$ cat src/rtl/serial_frame_rx.sv
// rtl/serial_frame_rx.sv - mid-bit sampling serial frame receiver with one-word holding register
// Optional even-parity bit enabled by defining SERIAL_FRAME_RX_PARITY_EN.
module serial_frame_rx #(
  parameter int DATA_W       = 8,
  parameter int CLKS_PER_BIT = 4
) (
  input  logic              clk,
  input  logic              reset,
  input  logic              s_in,
  output logic [DATA_W-1:0] out_data,
  output logic              out_valid,
  input  logic              out_ready,
  output logic              busy,
  output logic              frame_err,
  output logic              overrun,
  output logic              parity_err
);

  localparam int CW = $clog2(CLKS_PER_BIT);
  localparam int BW = $clog2(DATA_W + 1);
  localparam logic [CW-1:0] HALF_LAST = CW'(CLKS_PER_BIT / 2 - 1);
  localparam logic [CW-1:0] FULL_LAST = CW'(CLKS_PER_BIT - 1);
  localparam logic [BW-1:0] LAST_BIT  = BW'(DATA_W - 1);

  typedef enum logic [2:0] {
    IDLE      = 3'd0,
    START     = 3'd1,
    DATA      = 3'd2,
`ifdef SERIAL_FRAME_RX_PARITY_EN
    PARITY    = 3'd3,
`endif
    STOP      = 3'd4,
    WAIT_IDLE = 3'd5
  } state_t;

  state_t            state;
  logic [CW-1:0]     clk_cnt;
  logic [BW-1:0]     bit_cnt;
  logic [DATA_W-1:0] shift;
  logic              done_good;
  logic              done_ferr;
  logic              tick;

  // START waits half a bit to land mid-bit; every later sample is a full bit apart.
  assign tick = (state == START) ? (clk_cnt == HALF_LAST) : (clk_cnt == FULL_LAST);

`ifdef SERIAL_FRAME_RX_PARITY_EN
  logic par_bit;
  logic done_perr;
  logic perr;
  assign perr = par_bit ^ (^shift);
`else
  assign parity_err = 1'b0;
`endif

  always_ff @(posedge clk or negedge reset) begin
    if (!reset) begin
      state     <= IDLE;
      clk_cnt   <= '0;
      bit_cnt   <= '0;
      shift     <= '0;
      done_good <= 1'b0;
      done_ferr <= 1'b0;
      out_data  <= '0;
      out_valid <= 1'b0;
      busy      <= 1'b0;
      frame_err <= 1'b0;
      overrun   <= 1'b0;
`ifdef SERIAL_FRAME_RX_PARITY_EN
      par_bit    <= 1'b0;
      done_perr  <= 1'b0;
      parity_err <= 1'b0;
`endif
    end else begin
      done_good <= 1'b0;
      done_ferr <= 1'b0;
      busy      <= (state != IDLE);
      frame_err <= done_ferr;
      overrun   <= done_good && out_valid && !out_ready;
`ifdef SERIAL_FRAME_RX_PARITY_EN
      done_perr  <= 1'b0;
      parity_err <= done_perr;
`endif
      // Delivery happens one edge after the stop sample; a drain in that cycle frees the slot.
      if (done_good && (!out_valid || out_ready)) begin
        out_data  <= shift;
        out_valid <= 1'b1;
      end else if (out_valid && out_ready) begin
        out_valid <= 1'b0;
      end

      clk_cnt <= tick ? '0 : clk_cnt + 1'b1;

      case (state)
        IDLE: begin
          clk_cnt <= '0;
          if (!s_in) state <= START;
        end
        START: if (tick) begin
          bit_cnt <= '0;
          state   <= s_in ? IDLE : DATA;
        end
        DATA: if (tick) begin
          shift   <= DATA_W'({s_in, shift} >> 1);
          bit_cnt <= bit_cnt + 1'b1;
          if (bit_cnt == LAST_BIT) begin
`ifdef SERIAL_FRAME_RX_PARITY_EN
            state <= PARITY;
`else
            state <= STOP;
`endif
          end
        end
`ifdef SERIAL_FRAME_RX_PARITY_EN
        PARITY: if (tick) begin
          par_bit <= s_in;
          state   <= STOP;
        end
`endif
        STOP: if (tick) begin
`ifdef SERIAL_FRAME_RX_PARITY_EN
          done_perr <= perr;
          done_good <= s_in && !perr;
`else
          done_good <= s_in;
`endif
          done_ferr <= !s_in;
          state     <= s_in ? IDLE : WAIT_IDLE;
        end
        WAIT_IDLE: begin
          clk_cnt <= '0;
          if (s_in) state <= IDLE;
        end
        default: state <= IDLE;
      endcase
    end
  end

endmodule

$ cat config.mk
export PLATFORM = sky130hd
export DESIGN_NAME = serial_frame_rx
export DESIGN_NICKNAME = d
export VERILOG_FILES = /design/src/rtl/serial_frame_rx.sv
export SDC_FILE = /design/constraint.sdc
export NUM_CORES = 1
export LEC_CHECK = 0
export CAP_MARGIN = 20
export CORE_MARGIN = 4
export CORE_UTILIZATION = 40
export DETAILED_ROUTE_END_ITERATION = 7
export PLACE_DENSITY_LB_ADDON = 0.3
export SYNTH_ARGS = -nofsm -noshare
export SYNTH_HDL_FRONTEND = slang
export SYNTH_SLANG_ARGS = --single-unit
$ cat constraint.sdc
create_clock -name clk -period 4 [get_ports clk]
set_input_delay 1 -clock clk [delete_from_list [all_inputs] [get_ports clk]]
set_output_delay 1 -clock clk [all_outputs]
set_load 0.01 [all_outputs]
==> impl_metrics.tcl <==
set metrics [dict create \
    postRouteAntennaNets 0 \
    layout-drive-gt1-share 0.218 \
    hold-worst-slack_ns 0.358 \
    skew_ns 0.00534 \
    leakage_nw 0.738 \
    clk_pin_slew_ns 0.09 \
    post-dp-hpwl_mm 1.44 \
    firstDrtPassIters 6 \
    gr-usage-all-layers 0.119 \
    slew_violations 0 \
    ys_ff_latch 31 \
    cts-resized-gates 0 \
    clockBufferDepth 2 \
    ff2ff_setup_slack_ns 2.20 \
    synth_top_cell_area_share 0.577 \
    tns_ns 0 \
    ys_warn_count 0 \
    layout_common_cells "dfrtp_1, clkdlybuf4s50_1, mux2_2, mux2_4, clkbuf_4" \
    n_antenna_cell 0 \
    grt_max_degree 32 \
    syn_inst 103 \
    p_per_area_nw_per_um2 442 \
    max_freq_mhz 449 \
    slew_headroom 0.664 \
    ir_worst_vdd_v 0.000218 \
    final-setup-viol-count 0 \
    syn_nets 108 \
    cts_root_buf "clkbuf_4" \
    grt_overflow 0 \
    synth_largest_area_cell "dfrtp_1" \
    core_um2 3130 \
    crit_type "flip-flop to output port" \
    routedWlPerCell_um 13.0 \
    dp.cells 156 \
    cp-start-kind "flip-flop" \
    max_stage_delay_ns 0.54 \
    cts_tree "done" \
    cp.arrival_ns 1.23 \
    vias 823 \
    nets 124 \
    crit_required_ns 3.00 \
    num_io_pins 17 \
    place_congestion 0.742 \
    cp_max_fo 2 \
    hp-class "flip-flop to flip-flop" \
    cts_setup_buffers 0 \
    vias_per_cell 5.05 \
    final_common_cell "dfrtp_1" \
    crit_path_cell_trace "clkdlybuf4s50_1" \
    fillers 284 \
    syn_area_per_cell_um2 13.0 \
    cts.sinks 31 \
    synthesis.area_um2 1340 \
    grt_pass1_vias 817 \
    initial_core_util 0.430 \
    io_buffers 15 \
    worst_pin_slew_ns 0.499 \
    antenna_found_initial 0 \
    cap_violations 0 \
    rsz0062_at_grt "false" \
    ys_seq_area_frac 0.577 \
    cts_htree_levels 2 \
    totalWireLength_mm 2.13 \
    crit_path_end_kind "output port" \
    min_period_ns 2.23 \
    row_count 20 \
    status "completed" \
    die_h_um 66.0 \
    path_buf_inv 1 \
    dieArea_um2 4350 \
    post-route-period-util 0.557 \
    drc 0 \
    path_delay_family "buffers and inverters" \
    clock_latency_ns 0.33 \
    syn_to_final_growth_pct 16.3 \
    cts_buffers 5 \
    hold_viol 0 \
    fin_cells 163 \
    crit_path_top_delay_cell "clkdlybuf4s50_1" \
    drtIter0Drc 30 \
    die_width_um 66.0 \
    grt_pass1_wl_mm 3.89 \
    yosysUniqueCellTypes 37 \
    ys_top_cells_by_area "dfrtp_1, mux2_2, mux2_4, buf_6, a221o_1" \
    hold_buffers 0 \
]
per-layer routing:
metal / wire length [um] / GRT usage
met4: 33 / 0.0457
met2: 977 / 0.175
met3: 125 / 0.0578
met1: 989 / 0.151
met5: 0 / 0
path summary, 6_finish.rpt:
check | to | cells after the start | from
max in group asynchronous | out_data[6] | 2 | reset
worst min-delay path | frame_err | 0 | done_ferr
worst max-delay path | out_data[3] | 1 | out_data[3]
worst min register to register | frame_err | 0 | done_ferr
min in group asynchronous | out_data[0] | 2 | reset
worst max register to register | shift[6] | 3 | state[0]
through the flow:
stage | area [um2] | worst slack, ns | utilization | power (W)
6_report | 1560 | 1.77 | 0.500 | 0.000691
5_1_grt | 1560 | 1.71 | 0.500 | 0.000736
4_1_cts | 1560 | 1.74 | 0.500 | 0.000697
3_5_place_dp | 1510 | 1.64 | 0.482 | 0.000513
3_3_place_gp | 1510 | 1.67 | 0.482 | 0.000508
2_1_floorplan | 1340 | 2.16 | - | 0.000481
power by group:
group | switching, W | total [W] | internal [W]
logic | 0.0000527 | 0.000114 | 0.0000618
clock network | 0.000103 | 0.000184 | 0.0000813
registers | 0.0000479 | 0.000392 | 0.000344
sequential cells by signal, indices dropped and copies added (netlist names), 2 cells and up:
name / cells
bit_cnt: 4
out_data: 8
clk_cnt: 2
state: 3
shift: 8
synth_stat cells (all sizes together):
master   n
dfrtp   31
mux2    17
buf      5
inv      4
nand2    4
a21oi    3
nor2     3
nor4     3
o21ai    3
a221o    2
a31oi    2
clkbuf   2
nand2b   2
nand3b   2
a211oi   1
a22o     1
and2     1
and2b    1
and3b    1
conb     1
ha       1
nand3    1
nand4    1
nor2b    1
nor3b    1
nor4b    1
o211ai   1
o311ai   1
o41ai    1
or2      1
or2b     1
or3      1
or3b     1
xnor2    1
area by class of cell:
type / instances / area, um2 / area share
tap: 44 / 55.1 / 0.0352
inverter: 4 / 15.0 / 0.00961
clock inverter: 1 / 5.00 / 0.00320
timing repair buffer: 16 / 158 / 0.101
sequential: 31 / 776 / 0.496
clock buffer: 6 / 51.3 / 0.0328
multi-input combinational: 61 / 503 / 0.322
logic make-up (layout without fill, tap and decap cells):
kind of cell	Yosys count	after routing	share of synthesized area
flops	31	31	0.577
simple gates	26	26	0.119
mux	17	17	0.159
compound gates	15	15	0.0773
buf+inv	11	27	0.0484
fa+ha+maj	1	1	0.00931
other cells	1	1	0.00279
xor+xnor	1	1	0.00652
Note: power is estimated with default switching activity, not from simulation.
